`src/rtl/pattern_loader.sv`:
```
`default_nettype none
// ============================================================================
// pattern_loader : byte-stream to MSB-first serial loader for the pattern
//                  buffer; optional sout readback under PATLOAD_READBACK_EN.
// Revision       : 1.0
// ============================================================================
module pattern_loader #(
   parameter int NBYTES = 27
) (
   input  logic       sclk,
   input  logic       reset,
   input  logic       start,
   input  logic       in_valid,
   input  logic [7:0] in_data,
   output logic       in_ready,
   output logic       busy,
   output logic       done,
   output logic       ssel,
   output logic       sin,
   input  logic       sout,
   output logic       rd_valid,
   output logic [7:0] rd_data
);

   localparam int BCW = (NBYTES > 1) ? $clog2(NBYTES) : 1;
   localparam logic [BCW-1:0] LAST_BYTE = BCW'(NBYTES - 1);

   typedef enum logic [1:0] {
      IDLE  = 2'd0,
      LOAD  = 2'd1,
      SHIFT = 2'd2,
      DONE  = 2'd3
   } state_t;

   state_t         state;
   state_t         state_next;
   logic [7:0]     shreg;
   logic [2:0]     bitcnt;
   logic [BCW-1:0] bytecnt;
   logic           last_bit;
   logic           last_byte;
   logic           accept;

   // in_ready reaches back into SHIFT so consecutive bytes stream with no gap
   always_comb begin
      last_bit   = (state == SHIFT) && (bitcnt == 3'd0);
      last_byte  = (bytecnt == LAST_BYTE);
      in_ready   = (state == LOAD) || (last_bit && !last_byte);
      accept     = in_valid && in_ready;
      busy       = (state != IDLE);
      done       = (state == DONE);
      ssel       = (state == SHIFT);
      sin        = (state == SHIFT) && shreg[7];
      state_next = state;
      case (state)
         IDLE:    if (start) state_next = LOAD;
         LOAD:    if (accept) state_next = SHIFT;
         SHIFT: begin
            if (last_bit) begin
               if (last_byte)    state_next = DONE;
               else if (!accept) state_next = LOAD;
            end
         end
         DONE:    state_next = IDLE;
         default: state_next = IDLE;
      endcase
   end

   always_ff @(posedge sclk) begin
      if (reset) state <= IDLE;
      else       state <= state_next;
   end

   always_ff @(posedge sclk) begin
      if (reset) begin
         shreg   <= 8'd0;
         bitcnt  <= 3'd0;
         bytecnt <= '0;
      end else begin
         case (state)
            IDLE: begin
               if (start) bytecnt <= '0;
            end
            LOAD: begin
               if (accept) begin
                  shreg  <= in_data;
                  bitcnt <= 3'd7;
               end
            end
            SHIFT: begin
               if (last_bit && accept) begin
                  shreg  <= in_data;
                  bitcnt <= 3'd7;
               end else begin
                  shreg  <= {shreg[6:0], 1'b0};
                  bitcnt <= bitcnt - 3'd1;
               end
               if (last_bit && !last_byte) bytecnt <= bytecnt + BCW'(1);
            end
            default: ;
         endcase
      end
   end

`ifdef PATLOAD_READBACK_EN
   logic [7:0] rb_sreg;
   logic [2:0] rb_cnt;
   logic       rb_valid;

   // sout advances in lockstep with sin, so capture on the same ssel edges
   always_ff @(posedge sclk) begin
      if (reset) begin
         rb_sreg  <= 8'd0;
         rb_cnt   <= 3'd0;
         rb_valid <= 1'b0;
      end else begin
         rb_valid <= ssel && (rb_cnt == 3'd7);
         if (ssel) begin
            rb_sreg <= {rb_sreg[6:0], sout};
            rb_cnt  <= rb_cnt + 3'd1;
         end
      end
   end

   assign rd_valid = rb_valid;
   assign rd_data  = rb_valid ? rb_sreg : 8'd0;
`else
   logic unused_sout;

   assign rd_valid    = 1'b0;
   assign rd_data     = 8'd0;
   assign unused_sout = sout;
`endif

endmodule
`default_nettype wire
```
`config.mk`:
```
export PLATFORM = sky130hd
export DESIGN_NAME = pattern_loader
export DESIGN_NICKNAME = d
export VERILOG_FILES = /design/src/rtl/pattern_loader.sv
export SDC_FILE = /design/constraint.sdc
export NUM_CORES = 1
export LEC_CHECK = 0
export CAP_MARGIN = 40
export CELL_PAD_IN_SITES_DETAIL_PLACEMENT = 1
export CELL_PAD_IN_SITES_GLOBAL_PLACEMENT = 2
export CORE_MARGIN = 4
export CORE_UTILIZATION = 32
export CTS_BUF_LIST = sky130_fd_sc_hd__clkbuf_8
export CTS_CLUSTER_SIZE = 10
export DETAILED_ROUTE_END_ITERATION = 16
export GPL_ROUTABILITY_DRIVEN = 0
export HOLD_SLACK_MARGIN = 0.03
export PLACE_DENSITY_LB_ADDON = 0.08
export SYNTH_ARGS = -nofsm -noshare
export SYNTH_HDL_FRONTEND = slang
export SYNTH_SLANG_ARGS = --single-unit
```
`constraint.sdc`:
```
create_clock -name sclk -period 4.4 [get_ports sclk]
set_input_delay 0.66 -clock sclk [delete_from_list [all_inputs] [get_ports sclk]]
set_output_delay 0.66 -clock sclk [all_outputs]
set_load 0.02 [all_outputs]
```
==> impl_results.html <==
<table>
<tr><th>Metric</th><th>Value</th></tr>
<tr><th colspan="2">Logic synthesis</th></tr>
<tr><td>Cell area after synthesis</td><td>1116 um^2</td></tr>
<tr><td>Main synth FF type</td><td>dfxtp_1</td></tr>
<tr><td>Cell type contributing the most total cell area after synthesis</td><td>dfxtp_1</td></tr>
<tr><td>Number of flops mapped to enable cells by yosys</td><td>0</td></tr>
<tr><td>Number of warnings issued by yosys</td><td>0</td></tr>
<tr><td>Share of synthesized area occupied by flip-flops and latches</td><td>32.29%</td></tr>
<tr><td>Seq cells post-synth</td><td>18</td></tr>
<tr><td>Count of mapped cells out of synthesis</td><td>130</td></tr>
<tr><td>Unique masters post-synth</td><td>36</td></tr>
<tr><td>Leading cell types by total area after synthesis</td><td>dfxtp_1, buf_4, a311oi_1</td></tr>
<tr><td>Top cell type's share of synthesized area</td><td>32.29%</td></tr>
<tr><td>Share of synthesized registers carrying an async set or reset</td><td>0%</td></tr>
<tr><td>Post-synthesis average cell area</td><td>8.585 um^2</td></tr>
<tr><th colspan="2">Cells and area</th></tr>
<tr><td>Footprint of the multi-input gates</td><td>609.3 um^2</td></tr>
<tr><td>Layout filler cell count</td><td>441</td></tr>
<tr><td>Diodes inserted</td><td>0</td></tr>
<tr><td>Share of the core filled with cells</td><td>38.10%</td></tr>
<tr><td>FF+latch area</td><td>360.3 um^2</td></tr>
<tr><td>Layout-stage area growth over the synthesis result</td><td>14.80%</td></tr>
<tr><td>Number of nets in the final layout</td><td>157</td></tr>
<tr><td>Ratio of cells with drive above 1 in the final layout</td><td>5.797%</td></tr>
<tr><th colspan="2">Clocking</th></tr>
<tr><td>Total number of clock tree sinks</td><td>18</td></tr>
<tr><td>Post-CTS Hold Buffers</td><td>0</td></tr>
<tr><td>Register clock-pin slew on the reported worst setup and hold paths</td><td>~0.07 ns</td></tr>
<tr><td>TritonCTS Buffers</td><td>3</td></tr>
<tr><td>CTS tree</td><td>built</td></tr>
<tr><td>Setup Buffers After CTS</td><td>0</td></tr>
<tr><td>Maximum buffer depth of the clock tree</td><td>2</td></tr>
<tr><td>Skew-Pair Late Insertion Delay</td><td>0.26 ns</td></tr>
<tr><td>Quantity of gates resized following cts</td><td>0</td></tr>
<tr><td>Root Buffer</td><td>clkbuf_8</td></tr>
<tr><td>Number of levels in the clock H-tree</td><td>1</td></tr>
<tr><th colspan="2">Global route</th></tr>
<tr><td>First-pass GRT wire length</td><td>4.609 mm</td></tr>
<tr><td>Total routing usage reported by global routing</td><td>a little over an eighth</td></tr>
<tr><td>Sum of overflow across all layers after global routing</td><td>0</td></tr>
<tr><td>Initial antenna violation count</td><td>0</td></tr>
<tr><td>Vias in the first global route</td><td>976</td></tr>
<tr><td>Maximum number of pins on one net before global-route repair</td><td>20</td></tr>
<tr><th colspan="2">Floorplan</th></tr>
<tr><td>Chip height</td><td>between 60 and 70 um</td></tr>
<tr><td>Initial Util</td><td>between 30% and 40%</td></tr>
<tr><td>Count of pins on the block boundary</td><td>27</td></tr>
<tr><td>Placeable core region</td><td>3363 um^2</td></tr>
<tr><td>Std cell rows</td><td>21</td></tr>
<tr><td>Chip width</td><td>67.06 um</td></tr>
<tr><td>Die Area</td><td>around 4500 um^2</td></tr>
<tr><th colspan="2">Timing</th></tr>
<tr><td>Fmax</td><td>0.3536 GHz</td></tr>
<tr><td>Worst-case clock skew</td><td>0.002713 ns</td></tr>
<tr><td>Transition at the pin with the smallest max-transition slack</td><td>a little under 0.6 ns</td></tr>
<tr><td>Final max-slew violation count</td><td>0</td></tr>
<tr><td>Setup TNS</td><td>0 ns</td></tr>
<tr><td>Clock period minus final worst setup slack</td><td>2.828 ns</td></tr>
<tr><td>Final number of hold-violating endpoints</td><td>0</td></tr>
<tr><td>Setup-violating endpoint count in the final report</td><td>0</td></tr>
<tr><td>Worst slack on hold paths</td><td>roughly 0.47 ns</td></tr>
<tr><td>Setup ws final</td><td>1.572 ns</td></tr>
<tr><td>Setup repair after global routing missed its margin</td><td>no</td></tr>
<tr><td>Max_slew headroom</td><td>60.73%</td></tr>
<tr><td>Tcrit/Tclk final</td><td>64.27%</td></tr>
<tr><th colspan="2">Routing</th></tr>
<tr><td>First drt pass iteration count</td><td>2</td></tr>
<tr><td>Post-DR wirelength/cell</td><td>14.90 um</td></tr>
<tr><td>Drc violations</td><td>0</td></tr>
<tr><td>Total wirelength of the detailed-routed design</td><td>2.742 mm</td></tr>
<tr><td>Total via count in the routed design</td><td>about 940</td></tr>
<tr><td>ANT nets after route</td><td>0</td></tr>
<tr><td>Vias per Instance</td><td>5.092</td></tr>
<tr><td>DR iter-0 viols</td><td>63</td></tr>
<tr><th colspan="2">Flow run</th></tr>
<tr><td>Max_cap viols</td><td>0</td></tr>
<tr><th colspan="2">Setup path</th></tr>
<tr><td>Critical Path Source Type</td><td>register</td></tr>
<tr><td>Critical Path Slowest Stage Cell</td><td>clkdlybuf4s50_1</td></tr>
<tr><td>Reg-to-Reg Start</td><td>bytecnt[0]</td></tr>
<tr><td>Destination of the worst register-to-register timing path</td><td>shreg[6]</td></tr>
<tr><td>Data required time at the worst endpoint</td><td>3.74 ns</td></tr>
<tr><td>Internal reg-to-reg setup slack</td><td>2.46 ns</td></tr>
<tr><td>Maximum single-stage delay on the critical path</td><td>0.54 ns</td></tr>
<tr><td>CP bufs+invs</td><td>2</td></tr>
<tr><td>Kind of capture point of the worst setup path</td><td>output pin</td></tr>
<tr><td>Endpoint arrival time on the critical path</td><td>2.17 ns</td></tr>
<tr><td>Crit-path cells</td><td>inv_1, ha_1, nand4b_2, nand2_1, o21ai_0, clkdlybuf4s50_1</td></tr>
<tr><td>Class of the most critical setup path</td><td>register to output pin</td></tr>
<tr><td>Largest delay contributor family on the critical path</td><td>simple AND/OR/NAND/NOR gates</td></tr>
<tr><td>Reg2reg path depth</td><td>5</td></tr>
<tr><td>Largest driver fanout on the critical path</td><td>19</td></tr>
<tr><th colspan="2">Pwr</th></tr>
<tr><td>Leakage</td><td>about 0.54 nW</td></tr>
<tr><td>Power per cell area</td><td>303.7 nW/um^2</td></tr>
<tr><td>Final Total Pwr</td><td>between 300 and 400 uW</td></tr>
<tr><td>Maximum vdd ir drop</td><td>between 0.2 and 0.25 mV</td></tr>
<tr><th colspan="2">Placed design</th></tr>
<tr><td>Number of buffers added on ports</td><td>16</td></tr>
<tr><td>Half-perimeter wire length of the detailed placement result</td><td>1.934 mm</td></tr>
<tr><td>Worst Setup Slack post-DPL</td><td>1.872 ns</td></tr>
<tr><th colspan="2">Worst hold path</th></tr>
<tr><td>Launch point of the worst hold path</td><td>bitcnt[0]</td></tr>
<tr><td>Hold-critical path depth</td><td>1</td></tr>
<tr><td>Hold worst-path end</td><td>bitcnt[0]</td></tr>
<tr><td>Classification of the worst-slack hold path</td><td>register to register</td></tr>
<tr><th colspan="2">Status</th></tr>
<tr><td>Result of the run</td><td>completed</td></tr>
</table>
report_power, final:
| group | internal [mW] | switching (mW) | leakage [nW] |
|---|---|---|---|
| registers | 0.175 | 0.0104 | 0.147 |
| logic | 0.0360 | 0.0480 | 0.368 |
| clock network | 0.0610 | 0.0583 | 0.0216 |
| total | 0.272 | 0.117 | 0.536 |
synthesized netlist by cell type (2+ instances only):
cell type	number
nand4_1	3
a211oi_1	7
nand2_1	4
and3b_1	2
a21o_1	2
buf_4	10
nor2_1	2
inv_1	12
a311oi_1	8
o21ai_0	2
mux2i_1	5
a21oi_1	7
dfxtp_1	18
nand3_1	6
o31ai_1	9
ha_1	4
buf_2	6
a31oi_1	2
clkbuf_1	2
nand3b_1	3
how the worst max path moves through the flow:
stage / cells past startpoint / startpoint / endpoint / slack, ns
finish: 6 / bytecnt[0] / in_ready / 1.57
detailed placement: 6 / bytecnt[0] / in_ready / 1.87
global route: 6 / bytecnt[0] / in_ready / 1.40
CTS: 6 / bytecnt[0] / in_ready / 1.58
floorplan: 6 / bytecnt[0] / in_ready / 2.49
global placement: 4 / state[1] / sin / 1.87
flip-flops by register name (all words and copies together) (netlist names):
| register | cells |
|---|---|
| bitcnt | 3 |
| shreg | 8 |
| bytecnt | 5 |
| state | 2 |
worst register-to-register path, cell delays in order, from the launching register on:
cell and delay, ns:
dfxtp_1 0.33, inv_1 0.10, ha_1 0.18, nand4b_2 0.49, a21o_1 0.43, a311oi_1 0.31
kinds of logic (layout without fill, tap and decap cells):
logic type	Yosys count	count (layout)	share of synthesized area, %
AO/OA/AOI/OAI	40	40	25.90
buffers and inverters	33	33	15.81
AND/OR/NAND/NOR	29	29	16.71
flip-flops	18	18	32.29
multiplexers	5	5	4.484
adder cells (fa/ha/maj)	4	4	4.484
other	1	9	0.3360
layout by cell type, fill, tap and decap left out:
cell type and instances:
nand3_1 6, ha_1 4, nand4b_2 1, a31oi_1 2
o21a_1 1, a211oi_1 7, a311oi_1 8, nor2b_1 1
inv_1 12, nor2_1 2, and3b_1 2, nand2b_1 1
a221oi_1 1, conb_1 9, o31ai_1 9, dfxtp_1 18
a21oi_1 7, nand2_1 4, clkdlybuf4s50_1 16, and4bb_2 1
or3b_2 1, clkinv_1 1, o21ai_0 2, nand3b_1 3
and2_1 1, or2_1 1, a21o_1 2, nor3b_1 1
clkbuf_8 3, nand4_1 3, inv_2 1, a21bo_2 1
or3_1 1, mux2i_1 5
metal layers:
metal,GRT usage [%],up-vias,wire (um)
li1,-,472,-
met1,15.74,448,1275
met2,23.44,15,1347
met3,3.879,2,104
met4,3.544,0,15
met5,0,-,0
layout make-up:
cell class	count	area share, %
Multi-Input combinational cell	87	47.56
Sequential cell	18	28.13
Timing Repair Buffer	16	12.50
Tap cell	46	4.492
Inverter	14	4.102
Clock buffer	3	3.223
stage by stage:
stage	area (um^2)	cells
2_1_floorplan	1146	138
3_3_place_gp	1240	181
3_5_place_dp	1240	181
4_1_cts	1281	184
5_1_grt	1281	184
6_report	1281	184
Power figures use the tool's default switching activity.
